File: src/rtl/usi_timer_pkg.sv
// usi_timer_pkg: register map, CTRL/STATUS bit positions and FSM encoding for the USI timer
package usi_timer_pkg;
  localparam logic [7:0] IDX_CTRL     = 8'd0;
  localparam logic [7:0] IDX_PRESCALE = 8'd1;
  localparam logic [7:0] IDX_COMPARE  = 8'd2;
  localparam logic [7:0] IDX_COUNT    = 8'd3;
  localparam logic [7:0] IDX_STATUS   = 8'd4;
  localparam logic [7:0] IDX_CAPTURE  = 8'd5;
  localparam int CTRL_EN      = 0;
  localparam int CTRL_AUTO    = 1;
  localparam int CTRL_IRQEN   = 2;
  localparam int STATUS_MATCH = 0;
  typedef enum logic [1:0] {ST_IDLE = 2'd0, ST_RUN = 2'd1, ST_DONE = 2'd2} state_t;
endpackage

File: src/rtl/usi_timer_prescaler.sv
// usi_timer_prescaler: counts 0..i_prescale while running, one-cycle o_tick at the top
module usi_timer_prescaler (
  input  logic        i_clk,
  input  logic        i_rst,
  input  logic        i_run,
  input  logic [15:0] i_prescale,
  output logic        o_tick
);
  logic [15:0] r_cnt;
  // >= keeps the counter sane if PRESCALE is lowered below the current count
  assign o_tick = i_run && (r_cnt >= i_prescale);
  always_ff @(posedge i_clk)
    r_cnt <= (i_rst || !i_run || o_tick) ? 16'd0 : r_cnt + 16'd1;
endmodule

File: src/rtl/usi_timer_block.sv
// usi_timer_block: USI-mapped compare timer with IDLE/RUN/DONE FSM and level interrupt.
// Optional input capture (2-flop synchronised) enabled by defining USI_TIMER_CAPTURE_EN.
module usi_timer_block
  import usi_timer_pkg::*;
#(
  parameter int                       pBlockAdrsMap = 8,
  parameter logic [pBlockAdrsMap-1:0] pAdrsMap      = 8'h0A,
  parameter int                       pBusAdrsBit   = 16
) (
  input  logic                   iSysClk,
  input  logic                   iSysRst,
  input  logic [31:0]            iSUsiWd,
  input  logic [pBusAdrsBit-1:0] iSUsiAdrs,
  input  logic                   iSUsiWCke,
  output logic [31:0]            oSUsiRd,
  output logic                   oSUsiREd,
  input  logic                   iCapture,
  output logic                   oTimerIntr
);
  state_t      r_state;
  logic [2:0]  r_ctrl, w_ctrl_nxt;
  logic [15:0] r_prescale;
  logic [31:0] r_compare, r_count, w_count_nxt, w_capture, w_rdata, r_rd;
  logic        r_match, w_match_nxt, r_red, r_intr;
  logic        w_hit, w_wr, w_rd, w_ctrl_wr, w_en_wr1, w_en_wr0;
  logic        w_run, w_tick, w_match_ev, w_to_done;
  logic [7:0]  w_idx;
  assign w_hit      = iSUsiAdrs[pBusAdrsBit-1 -: pBlockAdrsMap] == pAdrsMap;
  assign w_idx      = iSUsiAdrs[7:0];
  assign w_wr       = w_hit && iSUsiWCke;
  assign w_rd       = w_hit && !iSUsiWCke;
  assign w_ctrl_wr  = w_wr && (w_idx == IDX_CTRL);
  assign w_en_wr1   = w_ctrl_wr && iSUsiWd[CTRL_EN];
  assign w_en_wr0   = w_ctrl_wr && !iSUsiWd[CTRL_EN];
  assign w_run      = r_state == ST_RUN;
  assign w_match_ev = w_run && w_tick && (r_count == r_compare);
  assign w_to_done  = w_match_ev && !r_ctrl[CTRL_AUTO] && !w_en_wr0;
  // EN self-clears whenever the FSM lands in DONE, even against a concurrent CTRL write
  assign w_ctrl_nxt  = (w_ctrl_wr ? iSUsiWd[2:0] : r_ctrl) & ~(3'(w_to_done) << CTRL_EN);
  assign w_match_nxt = w_match_ev || (r_match && !(w_wr && (w_idx == IDX_STATUS) && iSUsiWd[STATUS_MATCH]));
  assign w_count_nxt = (w_wr && (w_idx == IDX_COUNT)) ? iSUsiWd :
                       (w_run && w_tick) ? (w_match_ev ? 32'd0 : r_count + 32'd1) : r_count;
  assign w_rdata = (w_idx == IDX_CTRL)     ? {29'd0, r_ctrl} :
                   (w_idx == IDX_PRESCALE) ? {16'd0, r_prescale} :
                   (w_idx == IDX_COMPARE)  ? r_compare :
                   (w_idx == IDX_COUNT)    ? r_count :
                   (w_idx == IDX_STATUS)   ? (32'(r_match) << STATUS_MATCH) :
                   (w_idx == IDX_CAPTURE)  ? w_capture : 32'd0;
  usi_timer_prescaler u_prescaler (
    .i_clk      (iSysClk),
    .i_rst      (iSysRst),
    .i_run      (w_run),
    .i_prescale (r_prescale),
    .o_tick     (w_tick)
  );
  always_ff @(posedge iSysClk) begin
    if (iSysRst) begin
      r_state    <= ST_IDLE;
      r_ctrl     <= '0;
      r_prescale <= '0;
      r_compare  <= '0;
      r_count    <= '0;
      r_match    <= 1'b0;
      r_intr     <= 1'b0;
      r_rd       <= '0;
      r_red      <= 1'b0;
    end else begin
      r_state    <= w_to_done ? ST_DONE :
                    (!w_run && w_en_wr1) ? ST_RUN :
                    (w_run && w_en_wr0) ? ST_IDLE : r_state;
      r_ctrl     <= w_ctrl_nxt;
      r_prescale <= (w_wr && (w_idx == IDX_PRESCALE)) ? iSUsiWd[15:0] : r_prescale;
      r_compare  <= (w_wr && (w_idx == IDX_COMPARE)) ? iSUsiWd : r_compare;
      r_count    <= w_count_nxt;
      r_match    <= w_match_nxt;
      r_intr     <= w_match_nxt && w_ctrl_nxt[CTRL_IRQEN];
      r_rd       <= w_rd ? w_rdata : 32'd0;
      r_red      <= w_rd;
    end
  end
`ifdef USI_TIMER_CAPTURE_EN
  logic [1:0]  r_sync;
  logic        r_sync_d;
  logic [31:0] r_capture;
  // Snapshot the value COUNT takes on the capturing edge
  always_ff @(posedge iSysClk) begin
    if (iSysRst) begin
      r_sync    <= '0;
      r_sync_d  <= 1'b0;
      r_capture <= '0;
    end else begin
      r_sync    <= {r_sync[0], iCapture};
      r_sync_d  <= r_sync[1];
      r_capture <= (r_sync[1] && !r_sync_d) ? w_count_nxt : r_capture;
    end
  end
  assign w_capture = r_capture;
`else
  logic w_unused_capture;
  assign w_unused_capture = iCapture;
  assign w_capture = 32'd0;
`endif
  assign oSUsiRd    = r_rd;
  assign oSUsiREd   = r_red;
  assign oTimerIntr = r_intr;
endmodule

File: config.mk
export PLATFORM = sky130hd
export DESIGN_NAME = usi_timer_block
export DESIGN_NICKNAME = d
export VERILOG_FILES = /design/src/rtl/usi_timer_pkg.sv /design/src/rtl/usi_timer_prescaler.sv /design/src/rtl/usi_timer_block.sv
export SDC_FILE = /design/constraint.sdc
export NUM_CORES = 1
export LEC_CHECK = 0
export BUFFER_PORTS_ARGS = -buffer_cell sky130_fd_sc_hd__buf_2
export CAP_MARGIN = 0
export CORE_ASPECT_RATIO = 0.7
export CORE_UTILIZATION = 55
export DETAILED_ROUTE_END_ITERATION = 7
export HOLD_SLACK_MARGIN = 0.03
export PLACE_DENSITY = 0.81
export SYNTH_ARGS = -nofsm -noshare
export SYNTH_HDL_FRONTEND = slang
export SYNTH_HIERARCHICAL = 1
export SYNTH_SLANG_ARGS = --single-unit
File: constraint.sdc
create_clock -name iSysClk -period 3.39 [get_ports iSysClk]
set_input_delay 0.678 -clock iSysClk [delete_from_list [all_inputs] [get_ports iSysClk]]
set_output_delay 0.678 -clock iSysClk [all_outputs]
set_load 0.1 [all_outputs]
==> impl_metrics.py, run 1 <==
metrics = {
    "outcome": {
        "status": "finished, violations left",
        "violations": "DRC",
    },
    "yosys": {
        "synth_edf_count": 0,
        "ys_seq_area_share_pct": 40.12,
        "synth_cell_types": 61,
        "synth_common_cells": "145 x nand2_1, 136 x dfxtp_1, 66 x a21oi_1, 59 x nor2_1, 46 x xor2_1",
        "avgSynthCellArea_sq_um": 8.358,
        "yosysTopAreaCell": "dfxtp_1",
        "synth.most_common_cell": "nand2_1",
        "synth_cells": 812,
        "syn_nets": 882,
        "syn-cell-area_sq_mm": 0.006787,
        "synthArstFlopShare_pct": 0,
        "synth_ff_type": "dfxtp_1",
        "yosysWarnings": 6,
        "synth_top_cell_area_share_pct": 40.12,
        "ys_ff_latch": 136,
        "synthTopCellsByArea": "dfxtp_1 40%, nand2_1 8.0%, xor2_1 5.9%",
    },
    "placed_design": {
        "dp_hpwl_mm": 12.73,
        "io_buffers": 84,
        "place_inst": 1024,
        "place_congestion": 0.9138,
    },
    "die": {
        "die_area_sq_mm": 0.01279,
        "pin_count": 86,
        "coreArea_sq_mm": 0.01185,
        "start_util_pct": 57.27,
        "die_y_um": 94.94,
        "rows": 33,
        "die-width_um": 134.8,
    },
    "sta": {
        "whs_ns": 0.4732,
        "relSlewSlack_pct": 53.88,
        "tightest_slew_ns": 0.6899,
        "hold_violations": 0,
        "rsz0062_at_grt": "yes",
        "fmax_mhz": 306.5,
        "fin_crit_sh_pct": 96.24,
        "fin_worst_skew_ns": 0.006677,
        "fin_crit_ns": 3.263,
        "setup_violations": 0,
        "final_max_slew_viol_count": 0,
    },
    "cells_and_area": {
        "drive_above_1_share_pct": 20.11,
        "area_delta_synth_final_pct": 18.10,
        "num-fill-cells": 956,
        "seqCellArea_sq_mm": 0.002723,
        "nets": 962,
        "layout.cells.non_filler": 1062,
        "multi_input_area_sq_mm": 0.003760,
        "antenna-diode-count": 0,
    },
    "drt": {
        "vias": 6428,
        "drt_drc_violations_left": 1,
        "finalWirelength_mm": 18.56,
        "via_per_inst": 6.053,
        "drt_iter0_markers": 676,
        "ant_nets": 0,
        "wl_per_cell_um": 17.48,
        "drtPass1Iterations": 8,
    },
    "worst_setup_path": {
        "path_class": "reg -> reg",
        "slowest_delay_ns": 0.38,
        "worstPathRequired_ns": 3.68,
        "crit_fanout": 5,
        "crit_chain": "inv_1, ha_1, nand4_1, or2_4, nor4_4, o31a_1, nand3b_1, nor4_2, nand4_1, nor4_4, buf_4, buf_4, nor3_1, a211oi_1, nor3_1",
        "rrSetupSlack_ns": 0.13,
        "arrival_ns": 3.55,
        "end_kind": "register",
        "slowest_stage": "dfxtp_1",
        "startpoint_type": "register",
    },
    "flow_run": {
        "max_cap_viol_count": 0,
    },
    "pwr": {
        "p_leak_nw": 3.134,
        "ir_drop_mv": 0.3599,
        "powerDensity_mw_per_mm2": 443.4,
    },
    "clocking": {
        "cts_hold_buf": 0,
        "htreeDepth": 4,
        "insertion_delay_ns": 0.42,
        "cts_tree": "done",
        "clkSinkCount": 136,
        "cts_buffers": 17,
        "root_buffer": "clkbuf_16",
        "clockBufferDepth": 2,
        "clkTransAtPathRegs_ns": 0.06,
    },
    "grt": {
        "grt_pass1_vias": 5805,
        "gr-usage-all-layers_pct": 30.27,
        "grt_overflow": 0,
        "grt_max_degree": 43,
        "grt_pass1_wl_mm": 29.76,
        "antenna_found_initial": 0,
    },
    "hold_path": {
        "hp-class": "reg -> reg",
    },
}
[timing repair]
| action | CTS | global route |
|---|---|---|
| gates resized for setup | 0 | 7 |
| setup endpoints to repair | 0 | 32 |
| setup buffers | 0 | 5 |
[kinds of logic (layout without fill, tap and decap cells)]
group | count (synthesis) | in the layout | synth area share (%)
adder cells (fa/ha/maj) | 18 | 18 | 3.319
AND/OR/NAND/NOR | 343 | 343 | 24.91
flip-flops | 136 | 136 | 40.12
buffers and inverters | 76 | 169 | 5.033
XOR/XNOR | 66 | 66 | 8.518
AO/OA/AOI/OAI | 154 | 154 | 14.86
multiplexers | 19 | 19 | 3.245
[worst paths after layout]
path,cells after the start,to,from
setup reg to reg,15,r_count[0],r_prescale[15]
hold reg to reg,2,r_prescale[12],r_prescale[12]
hold / removal,2,r_prescale[12],r_prescale[12]
setup / recovery,15,r_count[0],r_prescale[15]
[critical path: cells and delay by family (launching register included)]
family | cells | cell delay [ns]
AOI/OAI and AO/OA | 2 | 0.39
adders and majority gates | 1 | 0.31
buffers and inverters | 3 | 0.40
DFF | 1 | 0.38
and+or+nand+nor | 9 | 1.66
[per-stage QoR]
step / setup TNS (ns) / setup WS (ns) / cell area (sq um) / util, % / total power [mW]
floorplan: 0 / 0.2964 / 6787 / - / 1.667
global placement: 0 / 0.1703 / 7337 / 61.92 / 1.726
detailed placement: 0 / 0.09127 / 7337 / 61.92 / 1.725
CTS: 0 / 0.07397 / 7935 / 66.96 / 3.567
global route: -0.3900 / -0.1353 / 8015 / 67.64 / 3.647
finish: 0 / 0.1273 / 8015 / 67.64 / 3.554
[state kept, by name, summed over array words and instances (netlist names)]
register / count
oTimerIntr: 1
oSUsiRd: 32
r_match: 1
r_compare: 32
u_prescaler/r_cnt: 16
r_prescale: 16
oSUsiREd: 1
r_state: 2
r_ctrl: 3
r_count: 32
[placed cells by master, fill, tap and decap left out, drive strengths merged, types with 19 or more instances in the layout]
master    n
a21oi    67
a22oi    35
and3     20
buf     113
clkbuf   20
dfxtp   136
inv      24
nand2   145
nand3    23
nand4    19
nor2     60
nor4     26
o21ai    26
xnor2    20
xor2     46
[per-layer routing]
layer	track usage, %	vias to the layer above	wire, um
met4	11.52	0	479
met1	42.00	2988	8218
met5	0	-	0
li1	-	2998	-
met2	44.85	399	7742
met3	7.944	43	2121
[power breakdown]
group	switching [mW]	total, mW	leakage [nW]	internal, mW
registers	0.0000314	1.60	1.09	1.60
logic	0.0608	0.0958	1.75	0.0349
clock network	0.687	1.86	0.290	1.17
[area by class of cell]
| cell class | instances | share of cell area, % |
|---|---|---|
| Tap cell | 157 | 2.451 |
| Inverter | 24 | 1.124 |
| Clock buffer | 20 | 5.573 |
| Timing Repair Buffer | 113 | 8.086 |
| Sequential cell | 136 | 33.97 |
| Clock inverter | 12 | 1.889 |
| Multi-Input combinational cell | 600 | 46.91 |
Power figures use the tool's default switching activity.
==> run 2: changes to the inputs <==
Settings changed: CORE_UTILIZATION 55 to 45, PLACE_DENSITY 0.81 to 0.7.
==> run 2 against run 1 <==
- the flow now finishes without violations
- core utilization is 12 points lower
- sequential share of layout area down 0.44 points
- cell area rose by 1.7%
- first-iteration DRC count decreased by 11%
- count of clock-buffer cells in the layout increased by 2
==> impl_metrics.py, run 2 (synthesis results as in run 1) <==
metrics = {
    "grt": {
        "antenna_found_initial": 0,
        "grt_pass1_wl_mm": 29.87,
        "grt_pass1_vias": 5631,
        "grt_overflow": 0,
        "gr-usage-all-layers_pct": 24.75,
        "grt_max_degree": 34,
    },
    "clocking": {
        "clkSinkCount": 136,
        "clkTransAtPathRegs_ns": 0.06,
        "root_buffer": "clkbuf_16",
        "clockBufferDepth": 2,
        "insertion_delay_ns": 0.41,
        "cts_hold_buf": 0,
        "cts_buffers": 17,
        "cts_tree": "done",
        "htreeDepth": 4,
    },
    "worst_setup_path": {
        "path_class": "reg -> reg",
        "slowest_stage": "dfxtp_2",
        "path_buf_inv": 2,
        "startpoint_type": "register",
        "path_delay_family": "simple AND/OR/NAND/NOR gates",
        "path_common_cell": "nand4_1",
        "crit_fanout": 5,
        "arrival_ns": 3.44,
        "worstPathRequired_ns": 3.67,
        "crit_chain": "inv_1, ha_4, nand4_1, or2_4, nor4_4, o31a_1, nand3b_1, nor4_1, nand4_1, nor4_2, buf_4, o21ai_0, a221oi_2, nor3_1",
        "slowest_delay_ns": 0.34,
        "end_kind": "register",
    },
    "pwr": {
        "swShare_pct": 21.03,
        "combPwrFrac_pct": 2.6,
        "pwr-share-clk_pct": 54.3,
        "power_frac_seq_pct": 43.1,
        "p_switching_mw": 0.7795,
        "p_int_mw": 2.927,
        "p_leak_nw": 3.154,
        "total_power_mw": 3.706,
        "powerDensity_mw_per_mm2": 454.5,
        "ir_drop_mv": 0.3352,
    },
    "die": {
        "rows": 37,
        "die-width_um": 148.8,
        "coreArea_sq_mm": 0.01472,
        "die_area_sq_mm": 0.01558,
        "die_y_um": 104.7,
        "pin_count": 86,
        "start_util_pct": 46.10,
    },
    "cells_and_area": {
        "nets": 962,
        "area_delta_synth_final_pct": 20.15,
        "drive_above_1_share_pct": 21.66,
        "antenna-diode-count": 0,
        "layout.cells.non_filler": 1100,
        "layout_common_cells": "145 x nand2_1, 127 x dfxtp_1, 84 x buf_2",
        "finish.utilization_pct": 55.39,
        "num-fill-cells": 1390,
        "final_common_cell": "nand2_1",
    },
    "sta": {
        "fin_crit_sh_pct": 93.18,
        "fin_worst_skew_ns": 0.006544,
        "tns_ns": 0,
        "fin_crit_ns": 3.159,
        "setup_violations": 0,
        "hold_violations": 0,
        "final_max_slew_viol_count": 0,
        "tightest_slew_ns": 1.034,
        "relSlewSlack_pct": 30.85,
        "whs_ns": 0.4633,
        "fmax_mhz": 316.6,
    },
    "drt": {
        "drtPass1Iterations": 5,
        "drt_drc_violations_left": 0,
        "finalWirelength_mm": 18.95,
        "drt_iter0_markers": 605,
        "via_per_inst": 5.641,
        "ant_nets": 0,
        "vias": 6205,
        "wl_per_cell_um": 17.23,
    },
    "flow_run": {
        "max_cap_viol_count": 0,
    },
    "hold_path": {
        "hp-class": "reg -> reg",
    },
    "outcome": {
        "status": "finished, final reports clean",
    },
    "placed_design": {
        "io_buffers": 84,
        "dp_hpwl_mm": 13.38,
        "place_inst": 1062,
        "place_congestion": 0.8882,
    },
}
==> run 2: cell types whose count changed in the layout (fill, tap and decap cells not counted), sizes merged <==
cell,change
inv,+2
clkbuf,+2
clkinv,-6
bufinv,+1
clkinvlp,+1
==> run 2: layout make-up <==
class | instances | area [sq um] | share of cell area (%)
clock buffer | 22 | 474.2 | 5.816
sequential | 136 | 2734 | 33.53
inverter | 24 | 90.09 | 1.105
multi-input combinational | 600 | 3801 | 46.62
timing repair buffer | 113 | 645.6 | 7.918
clock inverter | 10 | 165.2 | 2.025
tap | 195 | 244.0 | 2.992
==> run 2: final timing paths <==
path / start / endpoint / slack, ns / cells past startpoint
worst max register to register: r_prescale[13] / r_count[2] / 0.23 / 14
worst min register to register: r_prescale[14] / r_prescale[14] / 0.46 / 2
worst max-delay path: r_prescale[13] / r_count[2] / 0.23 / 14
worst min-delay path: r_prescale[14] / r_prescale[14] / 0.46 / 2
==> run 2: through the flow <==
stage | instance area [sq um] | setup slack [ns]
5_1_grt | 8154 | -0.006519
3_3_place_gp | 7372 | 0.1651
2_1_floorplan | 6787 | 0.2964
3_5_place_dp | 7372 | 0.08128
4_1_cts | 8011 | 0.04912
6_report | 8154 | 0.2311
==> run 2: timing repair <==
action,CTS,global route
gates resized for setup,0,21
setup endpoints to repair,0,30
buffers inserted,0,6
==> run 2: routing by layer <==
layer  track usage [%]  share of wire, %  up-vias
met4             6.341              0.90        0
li1                  -                 -     3006
met2             35.41                41      285
met3             4.803               8.3       18
met5                 0                 0        -
met1             37.43                49     2896
==> run 2: power by group through the flow <==
stage / clock network (mW) / registers [mW] / logic, mW
after floorplan: 0 / 1.63 / 0.0332
after global placement: 0 / 1.63 / 0.0926
after detailed placement: 0 / 1.63 / 0.0924
after CTS: 2.02 / 1.60 / 0.0932
after global routing: 2.10 / 1.60 / 0.101
final: 2.01 / 1.60 / 0.0956
==> run 2: worst min-delay path, stage by stage, from the launching register on <==
cell and delay [ns]:
dfxtp_2 0.32, nand2_1 0.05, a21oi_1 0.05
